==> config.mk <==
export PLATFORM = sky130hd
export DESIGN_NAME = lcd_cmd_queue
export DESIGN_NICKNAME = d
export VERILOG_FILES = /design/src/rtl/lcd_cmd_queue.sv
export SDC_FILE = /design/constraint.sdc
export NUM_CORES = 1
export LEC_CHECK = 0
export CORE_MARGIN = 4
export CORE_UTILIZATION = 59
export CTS_CLUSTER_DIAMETER = 60
export DETAILED_ROUTE_END_ITERATION = 6
export PLACE_DENSITY = 0.84
export SLEW_MARGIN = 0
export SYNTH_ARGS = -nofsm -noshare
export SYNTH_HDL_FRONTEND = slang
export SYNTH_SLANG_ARGS = --single-unit
==> constraint.sdc <==
create_clock -name clk -period 3.5 [get_ports clk]
set_clock_uncertainty 0.15 [all_clocks]
set_input_delay 0.525 -clock clk [delete_from_list [all_inputs] [get_ports clk]]
set_output_delay 0.525 -clock clk [all_outputs]
set_load 0.01 [all_outputs]
==> src/rtl/lcd_cmd_queue.sv <==
// -----------------------------------------------------------------------------
// lcd_cmd_queue
//
// Purpose:
//   Command queue between the Nios PIO LCD-control word and the hx8352
//   controller step/busy interface. CPU-written {cmd,data} words are captured
//   on every toggle of pio_word[31] and buffered in a FIFO. They are then issued
//   one at a time with a step pulse, followed by a two-phase busy handshake
//   (wait for busy high, then wait for busy low). Each busy phase is guarded by
//   a timeout. Overflow and timeout are sticky status bits that are cleared by
//   clear_err.
//
// Optional feature (compile-time macro LCD_CMD_QUEUE_REPEAT_EN):
//   Each entry also stores rep = pio_word[27:20]. The entry is issued rep+1
//   times before it is popped, which allows pixel fills. A timeout pops the
//   entry whatever repeats remain. When the macro is undefined, bits [27:20]
//   are ignored and each entry is issued exactly once.
//
// Parameters:
//   DATA_W        data field width, taken from pio_word[DATA_W-1:0]
//   CMD_W         cmd field width, taken from pio_word[16 +: CMD_W]
//   DEPTH         FIFO entries (power of 2, >= 2)
//   BUSY_TIMEOUT  maximum number of cycles spent in each busy-wait phase
//
// Ports:
//   clk        in   system clock
//   rst_n      in   asynchronous active-low reset
//   pio_word   in   [31] step toggle, [16+:CMD_W] cmd, [DATA_W-1:0] data
//   init_done  in   controller init complete; no new issue while low
//   lcd_busy   in   controller busy
//   clear_err  in   single-cycle pulse that clears overflow and timeout
//   lcd_step   out  single-cycle issue pulse to the controller
//   lcd_cmd    out  command presented with lcd_step and held afterwards
//   lcd_data   out  data presented with lcd_step and held afterwards
//   level      out  current FIFO occupancy
//   full       out  FIFO full
//   empty      out  FIFO empty
//   overflow   out  sticky: a push was attempted while the FIFO was full
//   timeout    out  sticky: a busy handshake timed out
// -----------------------------------------------------------------------------
module lcd_cmd_queue #(
    parameter int DATA_W       = 16,
    parameter int CMD_W        = 4,
    parameter int DEPTH        = 16,
    parameter int BUSY_TIMEOUT = 1024
) (
    input  logic                     clk,
    input  logic                     rst_n,
    input  logic [31:0]              pio_word,
    input  logic                     init_done,
    input  logic                     lcd_busy,
    input  logic                     clear_err,
    output logic                     lcd_step,
    output logic [CMD_W-1:0]         lcd_cmd,
    output logic [DATA_W-1:0]        lcd_data,
    output logic [$clog2(DEPTH):0]   level,
    output logic                     full,
    output logic                     empty,
    output logic                     overflow,
    output logic                     timeout
);

    localparam int AW = $clog2(DEPTH);
    localparam int LW = AW + 1;
    localparam int TW = $clog2(BUSY_TIMEOUT + 1);
`ifdef LCD_CMD_QUEUE_REPEAT_EN
    localparam int REP_W = 8;
`else
    localparam int REP_W = 0;
`endif
    localparam int ENTRY_W = REP_W + CMD_W + DATA_W;

    typedef enum logic [2:0] {
        S_IDLE,
        S_ISSUE,
        S_WAIT_HI,
        S_WAIT_LO,
        S_DONE
    } state_t;

    // FIFO storage and bookkeeping
    logic [ENTRY_W-1:0] mem_q [DEPTH];
    logic [ENTRY_W-1:0] wr_entry;
    logic [ENTRY_W-1:0] head_entry;
    logic [AW-1:0]      wr_ptr_q;
    logic [AW-1:0]      rd_ptr_q;
    logic [LW-1:0]      count_q;
    logic [LW-1:0]      count_d;
    logic               step_q;

    // Issue FSM state and registered outputs
    state_t             state_q;
    logic [TW-1:0]      timer_q;
    logic               lcd_step_q;
    logic [CMD_W-1:0]   lcd_cmd_q;
    logic [DATA_W-1:0]  lcd_data_q;
    logic               overflow_q;
    logic               timeout_q;
`ifdef LCD_CMD_QUEUE_REPEAT_EN
    logic [7:0]         rep_cnt_q;
    logic               first_q;    // next issue of the head entry is its first
`endif

    // Per-cycle events
    logic push_req;
    logic push_acc;
    logic pop;
    logic done_pop;
    logic tmo_hit;
    logic tmo_evt;
    logic ovf_evt;
    logic unused_pio;

    // Any bit of the PIO word not mapped to a field is intentionally ignored.
    assign unused_pio = ^pio_word;

`ifdef LCD_CMD_QUEUE_REPEAT_EN
    assign wr_entry = {pio_word[27:20], pio_word[16 +: CMD_W], pio_word[DATA_W-1:0]};
`else
    assign wr_entry = {pio_word[16 +: CMD_W], pio_word[DATA_W-1:0]};
`endif

    assign full  = (count_q == LW'(DEPTH));
    assign empty = (count_q == '0);
    assign level = count_q;

    // Either edge of the toggle bit is a new word.
    assign push_req = pio_word[31] ^ step_q;

    assign tmo_hit = (timer_q == TW'(BUSY_TIMEOUT - 1));

    // A busy phase that ends in the same cycle as the limit is reached
    // counts as completed, not timed out.
    always_comb begin
        tmo_evt = 1'b0;
        if (state_q == S_WAIT_HI && !lcd_busy && tmo_hit) begin
            tmo_evt = 1'b1;
        end
        if (state_q == S_WAIT_LO && lcd_busy && tmo_hit) begin
            tmo_evt = 1'b1;
        end
    end

`ifdef LCD_CMD_QUEUE_REPEAT_EN
    assign done_pop = (state_q == S_DONE) && (rep_cnt_q == 8'd0);
`else
    assign done_pop = (state_q == S_DONE);
`endif

    assign pop = done_pop || tmo_evt;

    // A pop in the same cycle frees a slot, so a push while full is accepted.
    assign push_acc = push_req && (!full || pop);
    assign ovf_evt  = push_req && full && !pop;

    always_comb begin
        count_d = count_q;
        if (push_acc && !pop) begin
            count_d = count_q + 1'b1;
        end else if (pop && !push_acc) begin
            count_d = count_q - 1'b1;
        end
    end

    // Storage array without reset so it maps onto RAM. The head is captured
    // into the lcd_cmd/lcd_data output registers when the entry is issued.
    always_ff @(posedge clk) begin
        if (push_acc) begin
            mem_q[wr_ptr_q] <= wr_entry;
        end
    end

    assign head_entry = mem_q[rd_ptr_q];

    always_ff @(posedge clk or negedge rst_n) begin
        if (!rst_n) begin
            step_q     <= 1'b0;
            wr_ptr_q   <= '0;
            rd_ptr_q   <= '0;
            count_q    <= '0;
            overflow_q <= 1'b0;
            timeout_q  <= 1'b0;
        end else begin
            step_q  <= pio_word[31];
            count_q <= count_d;
            if (push_acc) begin
                wr_ptr_q <= wr_ptr_q + 1'b1;
            end
            if (pop) begin
                rd_ptr_q <= rd_ptr_q + 1'b1;
            end
            // clear_err wins; a set event in the same cycle is lost.
            if (clear_err) begin
                overflow_q <= 1'b0;
                timeout_q  <= 1'b0;
            end else begin
                if (ovf_evt) begin
                    overflow_q <= 1'b1;
                end
                if (tmo_evt) begin
                    timeout_q <= 1'b1;
                end
            end
        end
    end

    // Issue FSM. The head stays in the FIFO until its last issue completes
    // (DONE) or a timeout occurs. The FIFO block above performs the pop itself.
    always_ff @(posedge clk or negedge rst_n) begin
        if (!rst_n) begin
            state_q    <= S_IDLE;
            timer_q    <= '0;
            lcd_step_q <= 1'b0;
            lcd_cmd_q  <= '0;
            lcd_data_q <= '0;
`ifdef LCD_CMD_QUEUE_REPEAT_EN
            rep_cnt_q  <= 8'd0;
            first_q    <= 1'b1;
`endif
        end else begin
            case (state_q)
                S_IDLE: begin
                    if (!empty && init_done && !lcd_busy) begin
                        state_q    <= S_ISSUE;
                        lcd_step_q <= 1'b1;
                        lcd_cmd_q  <= head_entry[DATA_W +: CMD_W];
                        lcd_data_q <= head_entry[DATA_W-1:0];
`ifdef LCD_CMD_QUEUE_REPEAT_EN
                        if (first_q) begin
                            rep_cnt_q <= head_entry[ENTRY_W-1 -: 8];
                            first_q   <= 1'b0;
                        end
`endif
                    end
                end
                S_ISSUE: begin
                    lcd_step_q <= 1'b0;
                    timer_q    <= '0;
                    state_q    <= S_WAIT_HI;
                end
                S_WAIT_HI: begin
                    if (lcd_busy) begin
                        timer_q <= '0;
                        state_q <= S_WAIT_LO;
                    end else if (tmo_hit) begin
                        state_q <= S_IDLE;
`ifdef LCD_CMD_QUEUE_REPEAT_EN
                        first_q <= 1'b1;
`endif
                    end else begin
                        timer_q <= timer_q + 1'b1;
                    end
                end
                S_WAIT_LO: begin
                    if (!lcd_busy) begin
                        state_q <= S_DONE;
                    end else if (tmo_hit) begin
                        state_q <= S_IDLE;
`ifdef LCD_CMD_QUEUE_REPEAT_EN
                        first_q <= 1'b1;
`endif
                    end else begin
                        timer_q <= timer_q + 1'b1;
                    end
                end
                S_DONE: begin
                    state_q <= S_IDLE;
`ifdef LCD_CMD_QUEUE_REPEAT_EN
                    // Remaining repeats: back to IDLE without popping so the
                    // same head entry is issued again.
                    if (rep_cnt_q != 8'd0) begin
                        rep_cnt_q <= rep_cnt_q - 8'd1;
                    end else begin
                        first_q <= 1'b1;
                    end
`endif
                end
                default: begin
                    state_q    <= S_IDLE;
                    lcd_step_q <= 1'b0;
                end
            endcase
        end
    end

    assign lcd_step = lcd_step_q;
    assign lcd_cmd  = lcd_cmd_q;
    assign lcd_data = lcd_data_q;
    assign overflow = overflow_q;
    assign timeout  = timeout_q;

endmodule

==> Yosys cells after proc, flatten, opt, wreduce, memory -nomap -nowiden <==
Memory sizes are Yosys's and may differ from the RTL's. A register that Yosys moved wholly into a read port is not among the register bits.
Index checks and enable logic that the tools add are counted.
{ "word_totals": {"reg_bits": 31, "ram_bits": 320, "n_memories": 1} }
{ "memory_table": {"columns": ["name", "words", "width", "rd", "rd_clocked_by_memory_dff", "wr", "line_no", "rtl"], "rows": [
  ["mem_q", 16, 20, 1, 1, 1, "82", "logic [ENTRY_W-1:0] mem_q [DEPTH];"]
]} }
{ "op_classes": {"add_sub_neg": 5, "eq_ne": 8, "mux": 21, "bitwise_logic": 2, "reduce_logical": 29} }
{ "ops": {"columns": ["op", "count"], "rows": [
  ["11-bit two-way mux", 3],
  ["11-bit one-hot mux with 3 select lines", 1],
  ["3-bit two-way mux", 4],
  ["3-bit one-hot mux with 4 select lines", 1],
  ["11-bit by 1-bit adder with 11-bit output (second input constant)", 1],
  ["11-bit by 10-bit == test with 1-bit output (second input constant)", 1],
  ["1-bit logical AND", 11],
  ["5-bit two-way mux", 2],
  ["1-bit two-way mux", 9],
  ["4-bit by 1-bit adder with 4-bit output (second input constant)", 2],
  ["3-bit by 2-bit == test with 1-bit output (second input constant)", 2],
  ["1-bit zero test", 6],
  ["2-bit AND reduction", 3],
  ["2-bit nonzero test", 3],
  ["5-bit by 1-bit adder with 5-bit output (second input constant)", 1],
  ["5-bit == test (second input constant)", 1],
  ["5-bit zero test", 1],
  ["5-bit by 1-bit subtractor with 5-bit output (second input constant)", 1],
  ["2-bit inequality test (second input constant)", 2],
  ["3-bit by 1-bit == test with 1-bit output (second input constant)", 1],
  ["3-bit == test (second input constant)", 1],
  ["3-bit zero test", 1],
  ["3-bit nonzero test", 1],
  ["3-bit OR reduction", 1],
  ["4 further kinds", 5]
]} }

==> Depth between registers and ports, before layout <==
{ "logic_depth": {"ltp_word": 12, "ltp_mapped": 14, "ltp_nobuf": 12} }

==> Worst setup path after synthesis <==
OpenSTA, ideal clock, no wires.
{ "synth_timing": {"path_type": "in2reg", "start": "input lcd_busy", "end": "memory mem_q[0][0] in the netlist's numbering (enable)", "arrival_ns": 2.617, "slack_ns": 0.336, "path_stages": 8, "path_buffers": 3, "path_cell_list": "clkbuf_1 > nor2b_1 > nor4b_4 > a31o_1 > buf_6 > nand2b_1 > buf_4 > nor2_1"} }
{ "synth_via": {"elab_chain_len": 10, "word_cells_on_any_way": 12} }
{ "synth_rtl": {"columns": ["element", "line_no", "rtl"], "rows": [
  ["start, declared", "51", "input logic lcd_busy,"],
  ["1-bit zero test", null, null],
  ["1-bit logical AND (2 in a row)", "136", "if (state_q == S_WAIT_HI && !lcd_busy && tmo_hit) begin"],
  ["1-bit two-way mux", "136", null],
  ["1-bit two-way mux (*)", "139", "if (state_q == S_WAIT_LO && lcd_busy && tmo_hit) begin"],
  ["1-bit logical OR (*)", "150", "assign pop = done_pop || tmo_evt;"],
  ["1-bit logical OR (*)", "153", "assign push_acc = push_req && (!full || pop);"],
  ["1-bit logical AND (*)", "153", null],
  ["named net push_acc", "106", "logic push_acc;"],
  ["1-bit two-way mux (*)", "168", "if (push_acc) begin"],
  ["1-bit two-way mux (implied by the code) (*)", "169", "mem_q[wr_ptr_q] <= wr_entry;"],
  ["end, declared", "82", null]
]} }
Mark *: on every way through the listed nets, which the timed path passes. The rest lies on a longest branch.

==> Final worst setup path <==
{ "layout_timing": {"start": "register timer_q[0]", "end": "register count_q[4], in the netlist level[4]"} }
{ "layout_via": {"elab_chain_len": 10, "word_cells_on_any_way": 14} }
{ "layout_rtl": {"columns": ["element", "line_no", "rtl"], "rows": [
  ["start, declared", "93", "logic [TW-1:0] timer_q;"],
  ["start signal, assigned", "251", "timer_q <= timer_q + 1'b1;"],
  ["start signal, assigned", "263", "timer_q <= timer_q + 1'b1;"],
  ["11-bit by 10-bit == test with 1-bit output (*)", "130", "assign tmo_hit = (timer_q == TW'(BUSY_TIMEOUT - 1));"],
  ["1-bit logical AND", "136", null],
  ["1-bit two-way mux", "136", null],
  ["1-bit two-way mux (*)", "139", null],
  ["1-bit logical OR (*)", "150", null],
  ["1-bit logical OR", "153", null],
  ["1-bit logical AND", "153", null],
  ["1-bit zero test", "160", "end else if (pop && !push_acc) begin"],
  ["1-bit logical AND", "160", null],
  ["2-bit nonzero test (no source line)", null, null],
  ["end signal, assigned", "185", "count_q <= count_d;"],
  ["end, declared", "87", "logic [LW-1:0] count_q;"]
]} }
Mark *: on every way between the ends. The rest lies on a longest branch, timed or not.
A chain may end at the register's enable or synchronous reset.

==> results.cfg <==
[critical_path]
cp_max_fo = 10
crit_chain = ha_1 > and3_1 > and3_1 > a31o_1 > ha_1 > inv_1 > fa_1 > a21o_1 > a21oi_1 > xnor2_1 > nor2_1 > xnor2_1
worstReg2RegStart = timer_q[0]$_DFFE_PN0P_
worstRegToRegCells = 12
required_ns = 3.75
critPathArrivalTime_ns = 3.55
path_class = register to register
timing.rr.end = level[4]$_DFFE_PN0P_
slowest_delay_ns = 0.44
worstSetupStartpointType = register
reg2reg_setup_slack_ns = 0.20
setup.worst_path.end_class = register
worst_path_max_delay_cell = dfrtp_1

[grt]
grt_max_degree = 42
grt_pass1_vias = 8087
grt_usage_pct = 24.2
antenna_found_initial = 0
grt_overflow = 0
grt_pass1_wl_um = 48300

[placement]
numPlacedInstances = 1120
hpwl_um = 18400
gp_congestion = 0.802
io_buffers = 55

[clocking]
cts_buffers = 37
root_buffer = clkbuf_16
htreeDepth = 2
cts_tree = done
cts.sinks = 371
cts_setup_buffers = 0
path_clk_slew_ns = 0.06
clkLatencyLatePin_ns = 0.53
ctsHoldBuffers = 0
ctsResizeCount = 0
clockBufferDepth = 3

[outcome]
status = completed

[logic_synthesis]
yosysUniqueCellTypes = 49
ys_ff_latch = 371
seq_area_frac_synth_pct = 74.9
ys_warn_count = 0
syn_inst = 731
netlist_area_mm2 = 0.0145
synth_nets = 779
syn_area_per_cell_um2 = 19.9

[sta]
max_freq_mhz = 303
finalHoldViolCount = 0
tightest_slew_ns = 1.17
slew_headroom_pct = 21.9
rsz0062_at_grt = false
min_period_ns = 3.30
drv_slew = 0
final-setup-viol-count = 0
period_share_pct = 94.4

[layout]
layout_common_cells = edfxtp_1, mux4_2, clkdlybuf4s50_1
diodes = 0
layout_commonest_cell = edfxtp_1
drive_gt1_share_pct = 24.6
fin_nets = 883
n_fill_cell = 1385
areaGrowthSynthToFinish_pct = 17.0
final_cell_count_no_fill = 1185
final_util_pct = 70.1

[die]
die_w_um = 165
core_area_mm2 = 0.0242
die_y_um = 165
design.die.area_mm2 = 0.0272
ioPinCount = 67
num_rows = 57
start_util_pct = 60.0

[detailed_routing]
first_pass_iters = 5
drt_iter0_markers = 902
vias_per_cell = 6.35
ant_nets = 0
wl_per_cell_um = 26.6
vias = 7523
drc = 0
drt_wl_total_um = 31500

[hold_path]
hold_class = input port to async pin

[power_and_ir_drop]
ir_drop_mv = 0.413
power_density_mw_per_mm2 = 780
p_leak_nw = 5.65

[flow_run]
drv_cap = 0
## cell type report
class,count,area [um^2],area share [%]
Sequential cell,371,10900,64.0
Multi-Input combinational cell,315,3490,20.5
Clock buffer,47,1020,5.97
Timing Repair Buffer,104,963,5.66
Tap cell,324,405,2.38
Clock inverter,18,221,1.30
Inverter,6,22.5,0.132
## metrics by stage
stage                     total power, W  worst slack, ns  hold slack [ns]  TNS [ns]  cell area (um^2)
final                             0.0133            0.197           0.0498         0             17000
after global routing              0.0138          0.00525            0.118         0             17000
after CTS                         0.0133            0.215           0.0676         0             17000
after detailed placement         0.00928          -0.0121            0.332   -0.0121             15800
after global placement           0.00908           0.0536            0.323         0             15800
after floorplan                  0.00804            0.336           0.0794         0             14500
## where the power goes
part / switching (W) / internal, W / total, W
clock network: 0.00158 / 0.00243 / 0.00401
logic: 0.00168 / 0.00170 / 0.00339
registers: 0.000450 / 0.00542 / 0.00587
total: 0.00372 / 0.00955 / 0.0133
## cell families after synthesis
group	synth area share, %
fa+ha+maj	0.998
compound gates	3.24
simple gates	3.45
xor+xnor	0.723
buf+inv	1.40
flops	74.9
mux	15.3
## sequential cells by signal, indices dropped and copies added (netlist names), 3 cells and up
| signal | count |
|---|---|
| lcd_data | 16 |
| lcd_cmd | 4 |
| timer_q | 11 |
| level | 5 |
| state_q | 3 |
| wr_ptr_q | 4 |
| mem_q | 320 |
| rd_ptr_q | 4 |
## cells in the mapped netlist, drive strengths merged
master / count / area share, %
nor2b: 1 / 0.043
and2: 1 / 0.043
o21ai: 15 / 0.52
nand3: 5 / 0.17
or3: 1 / 0.043
and3b: 2 / 0.12
a31oi: 4 / 0.17
fa: 1 / 0.14
a22o: 4 / 0.24
dfrtp: 51 / 8.8
a221o: 1 / 0.069
nand2b: 7 / 0.30
and4: 1 / 0.060
a21oi: 10 / 0.37
ha: 10 / 0.86
nor3b: 1 / 0.052
edfxtp: 320 / 66
nor2: 28 / 0.72
o31a: 1 / 0.060
buf: 23 / 0.83
a21o: 3 / 0.15
o211ai: 1 / 0.052
inv: 6 / 0.15
mux2: 2 / 0.15
mux4: 80 / 12
o221ai: 20 / 1.2
nor4b: 1 / 0.16
o31ai: 2 / 0.10
mux2i: 40 / 2.8
a31o: 1 / 0.060
nand2: 42 / 1.1
and3: 2 / 0.086
and2b: 1 / 0.052
or4: 1 / 0.077
a21boi: 2 / 0.10
a32o: 1 / 0.069
nor3: 6 / 0.24
o21ba: 1 / 0.069
nor4: 1 / 0.043
clkbuf: 16 / 0.41
nand4: 3 / 0.13
xor2: 3 / 0.18
xnor2: 9 / 0.54
## routing by layer
layer  vias up  GRT usage (%)  share of wire, %
li1       3169              -                 -
met1      3917           32.3                37
met2       380           41.1                52
met3        57           4.44               8.5
met4         0           7.67               2.1
met5         -              0                 0
## worst max path at each step
stage	slack [ns]	cells after the start	startpoint	endpoint
4_1_cts	0.21	12	timer_q[0]$_DFFE_PN0P_	level[4]$_DFFE_PN0P_
2_1_floorplan	0.34	8	lcd_busy	mem_q[0][0]$_DFFE_PP_
3_3_place_gp	0.05	13	lcd_busy	level[4]$_DFFE_PN0P_
3_5_place_dp	-0.01	13	lcd_busy	level[4]$_DFFE_PN0P_
6_report	0.20	12	timer_q[0]$_DFFE_PN0P_	level[4]$_DFFE_PN0P_
5_1_grt	0.005	12	timer_q[0]$_DFFE_PN0P_	level[4]$_DFFE_PN0P_
## critical path, delay by kind of cell (launching register included)
family / cells / cell delay, ns
AOI/OAI and AO/OA: 3 / 0.62
xor gates and xnor gates: 2 / 0.25
adders and majority gates: 3 / 0.89
buffers and inverters: 1 / 0.11
DFF: 1 / 0.44
and+or+nand+nor: 3 / 0.73
No activity file was read; power rests on OpenSTA's default activity.
